<file path="src/rtl/mexp_pkg.sv">
// Shared types for the modular-exponentiation operand sequencer.
// Optional feature macro used by the top: MEXP_SKIP_LEADING_ZEROS_EN.
package mexp_pkg;

    typedef enum logic [2:0] {
        IDLE,
        SCAN,
        SQR,
        SQR_W,
        MUL,
        MUL_W,
        FIN
    } state_e;

    typedef enum logic [1:0] {
        SRC_ONE,
        SRC_BASE,
        SRC_ACC,
        SRC_ZERO
    } src_e;

endpackage

</file>
<file path="src/rtl/operand_mux.sv">
// WIDTH-parametrised 4:1 operand selector driven by the source code.
module operand_mux
    import mexp_pkg::*;
#(
    parameter int unsigned WIDTH = 10
) (
    input  logic [1:0]       sel,
    input  logic [WIDTH-1:0] one,
    input  logic [WIDTH-1:0] base,
    input  logic [WIDTH-1:0] acc,
    output logic [WIDTH-1:0] y
);

    // Pure selection; the caller registers the output.
    always_comb begin
        y = '0;
        case (sel)
            SRC_ONE:  y = one;
            SRC_BASE: y = base;
            SRC_ACC:  y = acc;
            default:  y = '0;
        endcase
    end

endmodule

</file>
<file path="src/rtl/mexp_operand_seq.sv">
// Left-to-right square-and-multiply sequencer feeding an external
// Montgomery multiplier over valid/ready. Optional macro
// MEXP_SKIP_LEADING_ZEROS_EN adds a one-cycle SCAN that skips the
// exponent's leading zeros.
module mexp_operand_seq
    import mexp_pkg::*;
#(
    parameter int unsigned WIDTH     = 10,
    parameter int unsigned EXP_WIDTH = 8
) (
    input  logic                 clk,
    input  logic                 rst,
    input  logic                 start,
    input  logic [WIDTH-1:0]     base,
    input  logic [WIDTH-1:0]     one_val,
    input  logic [EXP_WIDTH-1:0] exponent,
    output logic                 busy,
    output logic                 mul_valid,
    input  logic                 mul_ready,
    output logic [WIDTH-1:0]     mul_a,
    output logic [WIDTH-1:0]     mul_b,
    input  logic                 res_valid,
    input  logic [WIDTH-1:0]     res_data,
    output logic                 done,
    output logic [WIDTH-1:0]     result
);

    localparam int unsigned IDX_W = (EXP_WIDTH > 1) ? $clog2(EXP_WIDTH) : 1;
    localparam logic [IDX_W-1:0] IDX_TOP = IDX_W'(EXP_WIDTH - 1);

    state_e               state;
    logic [WIDTH-1:0]     acc;
    logic [WIDTH-1:0]     base_r;
    logic [WIDTH-1:0]     one_r;
    logic [EXP_WIDTH-1:0] exp_r;
    logic [IDX_W-1:0]     idx;

    logic [WIDTH-1:0]     acc_n_c;
    logic [WIDTH-1:0]     base_n_c;
    logic [WIDTH-1:0]     mux_a_c;
    logic [WIDTH-1:0]     mux_b_c;
    src_e                 src_a_c;
    src_e                 src_b_c;
    logic                 issue_c;
    logic                 bit_c;
    logic                 last_c;

    assign bit_c  = exp_r[idx];
    assign last_c = (idx == '0);

`ifdef MEXP_SKIP_LEADING_ZEROS_EN
    logic [IDX_W-1:0] msb_c;

    // Priority encoder: index of the highest set exponent bit.
    always_comb begin
        msb_c = '0;
        for (int i = 0; i < int'(EXP_WIDTH); i++) begin
            if (exp_r[i]) msb_c = IDX_W'(i);
        end
    end
`endif

    // Operand sources and accumulator value for the cycle after this edge,
    // so the registered operands line up with mul_valid and stay put on a stall.
    always_comb begin
        acc_n_c  = acc;
        base_n_c = base_r;
        src_a_c  = SRC_ZERO;
        src_b_c  = SRC_ZERO;
        issue_c  = 1'b0;
        case (state)
            IDLE: begin
                if (start) begin
                    acc_n_c  = one_val;
                    base_n_c = base;
`ifndef MEXP_SKIP_LEADING_ZEROS_EN
                    issue_c  = 1'b1;
                    src_a_c  = SRC_ACC;
                    src_b_c  = SRC_ACC;
`endif
                end
            end
`ifdef MEXP_SKIP_LEADING_ZEROS_EN
            SCAN: begin
                if (exp_r != '0) begin
                    acc_n_c = base_r;
                    if (msb_c != '0) begin
                        issue_c = 1'b1;
                        src_a_c = SRC_ACC;
                        src_b_c = SRC_ACC;
                    end
                end
            end
`endif
            SQR: begin
                if (!mul_ready) begin
                    issue_c = 1'b1;
                    src_a_c = SRC_ACC;
                    src_b_c = SRC_ACC;
                end
            end
            SQR_W: begin
                if (res_valid) begin
                    acc_n_c = res_data;
                    if (bit_c) begin
                        issue_c = 1'b1;
                        src_a_c = SRC_ACC;
                        src_b_c = SRC_BASE;
                    end else if (!last_c) begin
                        issue_c = 1'b1;
                        src_a_c = SRC_ACC;
                        src_b_c = SRC_ACC;
                    end
                end
            end
            MUL: begin
                if (!mul_ready) begin
                    issue_c = 1'b1;
                    src_a_c = SRC_ACC;
                    src_b_c = SRC_BASE;
                end
            end
            MUL_W: begin
                if (res_valid) begin
                    acc_n_c = res_data;
                    if (!last_c) begin
                        issue_c = 1'b1;
                        src_a_c = SRC_ACC;
                        src_b_c = SRC_ACC;
                    end
                end
            end
            default: ;
        endcase
    end

    operand_mux #(.WIDTH(WIDTH)) u_mux_a (
        .sel  (src_a_c),
        .one  (one_r),
        .base (base_n_c),
        .acc  (acc_n_c),
        .y    (mux_a_c)
    );

    operand_mux #(.WIDTH(WIDTH)) u_mux_b (
        .sel  (src_b_c),
        .one  (one_r),
        .base (base_n_c),
        .acc  (acc_n_c),
        .y    (mux_b_c)
    );

    // Sequencer state machine with registered outputs.
    always_ff @(posedge clk) begin
        if (rst) begin
            state     <= IDLE;
            acc       <= '0;
            base_r    <= '0;
            one_r     <= '0;
            exp_r     <= '0;
            idx       <= '0;
            busy      <= 1'b0;
            mul_valid <= 1'b0;
            mul_a     <= '0;
            mul_b     <= '0;
            done      <= 1'b0;
            result    <= '0;
        end else begin
            done      <= 1'b0;
            mul_valid <= issue_c;
            mul_a     <= mux_a_c;
            mul_b     <= mux_b_c;
            acc       <= acc_n_c;
            case (state)
                IDLE: begin
                    if (start) begin
                        base_r <= base;
                        one_r  <= one_val;
                        exp_r  <= exponent;
                        idx    <= IDX_TOP;
                        busy   <= 1'b1;
`ifdef MEXP_SKIP_LEADING_ZEROS_EN
                        state  <= SCAN;
`else
                        state  <= SQR;
`endif
                    end
                end
                SCAN: begin
`ifdef MEXP_SKIP_LEADING_ZEROS_EN
                    if (exp_r == '0 || msb_c == '0) begin
                        state <= FIN;
                    end else begin
                        idx   <= msb_c - IDX_W'(1);
                        state <= SQR;
                    end
`else
                    state <= IDLE;
`endif
                end
                SQR: begin
                    if (mul_valid && mul_ready) state <= SQR_W;
                end
                SQR_W: begin
                    if (res_valid) begin
                        if (bit_c) begin
                            state <= MUL;
                        end else if (last_c) begin
                            state <= FIN;
                        end else begin
                            idx   <= idx - IDX_W'(1);
                            state <= SQR;
                        end
                    end
                end
                MUL: begin
                    if (mul_valid && mul_ready) state <= MUL_W;
                end
                MUL_W: begin
                    if (res_valid) begin
                        if (last_c) begin
                            state <= FIN;
                        end else begin
                            idx   <= idx - IDX_W'(1);
                            state <= SQR;
                        end
                    end
                end
                FIN: begin
                    done   <= 1'b1;
                    result <= acc;
                    busy   <= 1'b0;
                    state  <= IDLE;
                end
                default: state <= IDLE;
            endcase
        end
    end

endmodule

</file>
<file path="config.mk">
export PLATFORM = sky130hd
export DESIGN_NAME = mexp_operand_seq
export DESIGN_NICKNAME = d
export VERILOG_FILES = /design/src/rtl/mexp_pkg.sv /design/src/rtl/operand_mux.sv /design/src/rtl/mexp_operand_seq.sv
export SDC_FILE = /design/constraint.sdc
export NUM_CORES = 1
export LEC_CHECK = 0
export ABC_AREA = 1
export CAP_MARGIN = 40
export CORE_AREA = 2 2 102 84
export DETAILED_ROUTE_END_ITERATION = 10
export DIE_AREA = 0 0 104 86
export PLACE_DENSITY = 0.69
export SLEW_MARGIN = 20
export SYNTH_ARGS = -nofsm -noshare
export SYNTH_HDL_FRONTEND = slang
export SYNTH_SLANG_ARGS = --single-unit
</file>
<file path="constraint.sdc">
create_clock -name clk -period 3.1 [get_ports clk]
set_clock_uncertainty 0.2 [all_clocks]
set_input_delay 0.775 -clock clk [delete_from_list [all_inputs] [get_ports clk]]
set_output_delay 0.775 -clock clk [all_outputs]
set_load 0.02 [all_outputs]
</file>
After elaboration in Yosys (flattened, before gate mapping) --
Cells that the tools add are included.
Word-level totals: bits in registers 77, input port bits 43, output and inout bits 33, word-level logic and storage cells 86
Operators by class: add/subtract/negate cells 1, order comparisons 1, equality and inequality tests 15, multiplexer cells 44, reductions and logical operators 13
Operators by type and width (number):
- 10-bit case mux with 3 select lines | 2
- 10-bit two-way mux | 4
- 3-bit two-way mux | 12
- 10-bit case mux with 2 select lines | 1
- 1-bit two-way mux | 15
- 3-bit case mux with 5 select lines | 1
- 2-bit != test (second input constant) | 6
- 2-bit case mux with 5 select lines | 1
- 5-bit AND reduction | 2
- 3-bit == test (second input constant) | 3
- 3-bit case mux with 3 select lines | 1
- 1-bit case mux with 4 select lines | 2
- 3-bit by 2-bit == test with 1-bit output (second input constant) | 2
- 3-bit zero test | 2
- 2-bit two-way mux | 3
- 2-bit by 1-bit == test with 1-bit output (second input constant) | 2
- 2-bit == test (second input constant) | 2
- 2-bit zero test | 2
- 3-bit by 4-bit less-than comparator with 1-bit output (second input constant) | 1
- 2-bit AND reduction | 2
- 2-bit OR reduction | 2
- 1-bit binary-select mux with 3-bit select | 1
- 3-bit nonzero test | 1
- 3-bit by 1-bit subtractor with 3-bit output (second input constant) | 1
- 3 further kinds | 3

Depth between registers and ports, before layout --
word-level depth 7, mapped depth 10, depth with buffers taken out 10

Hierarchy --
From an unflattened synthesis, not the netlist that was laid out.
Second synthesis, totals: cell total of the unflattened synthesis 506, area total of the unflattened synthesis 3726.1 um^2
By module, submodules not included:
- mexp_operand_seq | times used 1, cells each 416, area an instance 3268.1 um^2, seq. area each 1541.5 um^2
- operand_mux | times used 2, cells each 45, area an instance 229.0 um^2, seq. area each 0.0 um^2

Least setup slack after synthesis --
OpenSTA, ideal clock, no wires.
kind input port to flip-flop, start point in start, end point reg mul_b[1], setup time 70 ps, arrival 1595 ps, data required time 2830 ps, path slack 1236 ps, cell stages on the path 9, path buffers 1, cells stage by stage clkbuf_1 > nand2_1 > o21ai_0 > nand2_1 > nand3_1 > nand2_1 > inv_1 > nand3_1 > a21oi_1
Between the ends: cells in the longest elaborated chain, start to end 4, elaborated cells on any way between the ends 10, those cells by class eq/ne (2); mux (7); reduce/logical (1)
Ends and longest elaborated chain:
- start: declaration | line mexp_operand_seq.sv:13 | input logic start,
- 1-bit two-way mux | line mexp_operand_seq.sv:73 | if (start) begin
- 2-bit case mux with 5 select lines | line mexp_operand_seq.sv:71 | case (state)
- 2-bit == test (tied with other cells) | line operand_mux.sv:17 | case (sel)
- 10-bit case mux with 3 select lines (*) | line operand_mux.sv:17
- end signal: assignment | line mexp_operand_seq.sv:172 | mul_b <= mux_b_c;
- end: declaration | line mexp_operand_seq.sv:21 | output logic [WIDTH-1:0] mul_b,
Every way passes the cells marked *; elsewhere a longest branch is shown, timed or not. A chain may end at the register's enable or synchronous reset.

Worst setup path in the final report --
start point in res_valid, end point reg mul_b[0]
Between the ends: cells in the longest elaborated chain, start to end 4, elaborated cells on any way between the ends 9, those cells by class eq/ne (2); mux (6); reduce/logical (1)
Ends and longest elaborated chain:
- start: declaration | line mexp_operand_seq.sv:22 | input logic res_valid,
- 1-bit two-way mux or 2-bit two-way mux (tied branches) | line mexp_operand_seq.sv:124, mexp_operand_seq.sv:103
- 2-bit case mux with 5 select lines | line mexp_operand_seq.sv:71
- 2-bit == test (tied with other cells) | line operand_mux.sv:17
- 10-bit case mux with 3 select lines (*) | line operand_mux.sv:17
Marks and branches as above.

==> impl_metrics.csv <==
group,metric,value,unit
floorplan,initial_utilization,0.393,
clock_tree,htreeDepth,3,
routing,avgRoutedWirePerCell,13.0,µm
setup_path,slowest_delay,0.65,ns
final_layout,nNetsFinal,563,
grt,use_met1,0.251,
setup_path,worst-r2r-cell-count,9,
setup_path,cp_cell_sequence,"clkdlybuf4s50_1 > inv_1 > nand2_1 > nand3_1 > nor2_4 > nand3_1 > a21oi_1",
power_and_ir_drop,p_per_area,789,nW/µm²
floorplan,core_area,7840,µm²
clock_tree,clockBufferDepth,2,
routing,ant_nets,0,
routing,dr.pass1.iters,5,
setup_path,endpoint,"mul_b[0]$_SDFF_PP0_",
grt,grt_pass1_wl,13.2,mm
logic_synthesis,synth_edf_count,0,
timing,fmax,419,MHz
setup_path,crit_path_frequent_cell,"nand3_1",
logic_synthesis,synth_ff_type,"dfxtp_1",
final_layout,drive_gt1_frac,0.0727,
clock_tree,numCtsBuffers,9,
setup_path,startpoint,"res_valid",
clock_tree,cts.sinks,67,
power_and_ir_drop,peakVddDrop,0.000467,V
final_layout,antenna_cells,0,
routing,drt_iter0_drc,169,
floorplan,die_w,104,µm
logic_synthesis,syn-num-nets,494,
setup_path,worstSetupStartpointType,"input port",
setup_path,worstReg2RegEnd,"mul_b[0]$_SDFF_PP0_",
clock_tree,cts_root_buf,"clkbuf_8",
logic_synthesis,async_flop_share,0,
final_layout,mostFrequentLayoutCells,"nand2_1, clkdlybuf4s50_1, dfxtp_1, inv_1, nand3_1",
worst_hold_path,min_path_type,"flop to flop",
setup_path,critPathRequiredTime,3.18,ns
setup_path,worstSetupPathType,"input port to flop",
routing,avgViaCountPerCell,4.82,
setup_path,crit_fanout,10,
final_layout,synthToLayoutAreaGrowth,34.8,%
timing,drv_slew,0,
timing,fin_crit,2.39,ns
floorplan,placementRows,29,
timing,fin_setup_tns,0,ns
place,place.gp.congestion,0.950,
setup_path,arrival,2.46,ns
timing,tightestPinTransition,0.545,ns
place,dp.final_hpwl,6.21,mm
clock_tree,post_cts_resized,0,
timing,grt_setup_unrepaired,"false",
flow_run,maxCapViolCount,0,
clock_tree,cts.clk_slew.worst_paths,0.08,ns
logic_synthesis,yosysWarnings,0,
routing,vias,3041,
logic_synthesis,syn_inst,449,
floorplan,dieHeight,86,µm
logic_synthesis,syn_area,3080,µm²
floorplan,num_io_pins,76,
logic_synthesis,syn_area_per_cell,6.86,µm²
grt,use_met2,0.286,
clock_tree,cts_setup_buffers,0,
setup_path,cp-end-kind,"flop",
timing,finalSetupViolations,0,
grt,antenna_found_initial,0,
setup_path,slowest_stage,"clkdlybuf4s50_1",
grt,grt_use_met3,0.0729,
grt,track_usage,0.188,
logic_synthesis,ys_seq_elements,67,
grt,grt_overflow,0,
setup_path,r2r_start,"idx[0]$_SDFFE_PP0P_",
grt,grt_pass1_vias,2767,
timing,hold_viol_final,0,
grt,busiest_layer,"met2",
clock_tree,cts_hold_buf,0,
place,io_buffer_count,75,
clock_tree,cts_tree,"done",
logic_synthesis,ys_types,28,
clock_tree,clk_latency,0.35,ns
setup_path,r2r_slack,0.83,ns
final_layout,final_common_cell,"nand2_1",
power_and_ir_drop,p_leak,1.82,nW
timing,min_period_over_period,0.769,
final_layout,final_core_util,0.529,
routing,routed_wl,8.18,mm
grt,grt_max_degree,37,
timing,slew_headroom,0.636,
floorplan,die_area,8940,µm²
outcome,outcome,"completed",
routing,drc,0,
logic_synthesis,ys_seq_area_frac,0.436,
-- report_power, final --
part	leakage [nW]	internal (mW)	total, mW	switching (mW)
clock network	0.116	0.539	0.896	0.356
registers	0.550	1.04	1.13	0.0852
logic	1.16	0.462	1.25	0.789
-- cell families after synthesis --
group           after synthesis  share of synthesized area
simple gates                206                      0.287
compound gates               88                      0.155
buf+inv                      85                      0.111
flops                        67                      0.436
fa+ha+maj                     2                    0.00813
xor+xnor                      1                    0.00285
-- sequential cells by signal, summed over array words and instances (netlist names), 3 cells and up --
register,count
mul_b,10
idx,3
exp_r,8
result,10
acc,10
base_r,10
mul_a,10
state,3
-- stage by stage --
| step | hold slack (ns) | instances | cell area, µm² | total power, mW | worst slack [ns] |
|---|---|---|---|---|---|
| after floorplan | 0.229 | 449 | 3080 | 1.98 | 1.24 |
| after detailed placement | 0.251 | 615 | 3900 | 2.39 | 0.367 |
| after global placement | 0.250 | 615 | 3900 | 2.37 | 0.381 |
| after CTS | 0.262 | 631 | 4150 | 3.29 | 0.721 |
| after global routing | 0.283 | 631 | 4150 | 3.50 | 0.579 |
| final | 0.260 | 631 | 4150 | 3.27 | 0.715 |
-- metal layers --
layer | up-vias | part of all wire
met1 | 1379 | 0.47
met4 | 0 | 0.013
li1 | 1556 | -
met2 | 98 | 0.44
met5 | - | 0
met3 | 8 | 0.080
-- how the worst min path moves through the flow --
stage / startpoint / end / cells after the start
2_1_floorplan: exp_r[5]$_SDFFE_PP0P_ / exp_r[5]$_SDFFE_PP0P_ / 2
3_3_place_gp: exp_r[4]$_SDFFE_PP0P_ / exp_r[4]$_SDFFE_PP0P_ / 2
3_5_place_dp: busy$_SDFFE_PP0P_ / busy$_SDFFE_PP0P_ / 2
4_1_cts: busy$_SDFFE_PP0P_ / busy$_SDFFE_PP0P_ / 2
5_1_grt: busy$_SDFFE_PP0P_ / busy$_SDFFE_PP0P_ / 2
6_report: busy$_SDFFE_PP0P_ / busy$_SDFFE_PP0P_ / 2
-- synth_stat cells, types with 6 or more instances --
cell / n / area share
clkbuf_1: 12 / 0.015
buf_2: 6 / 0.0098
nor2_1: 41 / 0.050
o21ai_0: 44 / 0.072
dfxtp_1: 67 / 0.44
nand3_1: 46 / 0.075
a21oi_1: 29 / 0.047
inv_1: 59 / 0.072
nand2_1: 106 / 0.13
o21a_1: 10 / 0.024
-- cell type report --
cell class	instances	area [µm²]
timing repair buffer	80	788
clock inverter	7	123
fill	801	3690
tap	108	135
multi-input combinational	297	1400
sequential	67	1340
inverter	63	236
clock buffer	9	124
-- worst max-delay path, delay by kind of cell --
family                 cells  cell delay [ns]
buffers and inverters      2             0.79
and+or+nand+nor            4             0.72
AOI/OAI and AO/OA          1             0.17
Power figures use the tool's default switching activity.
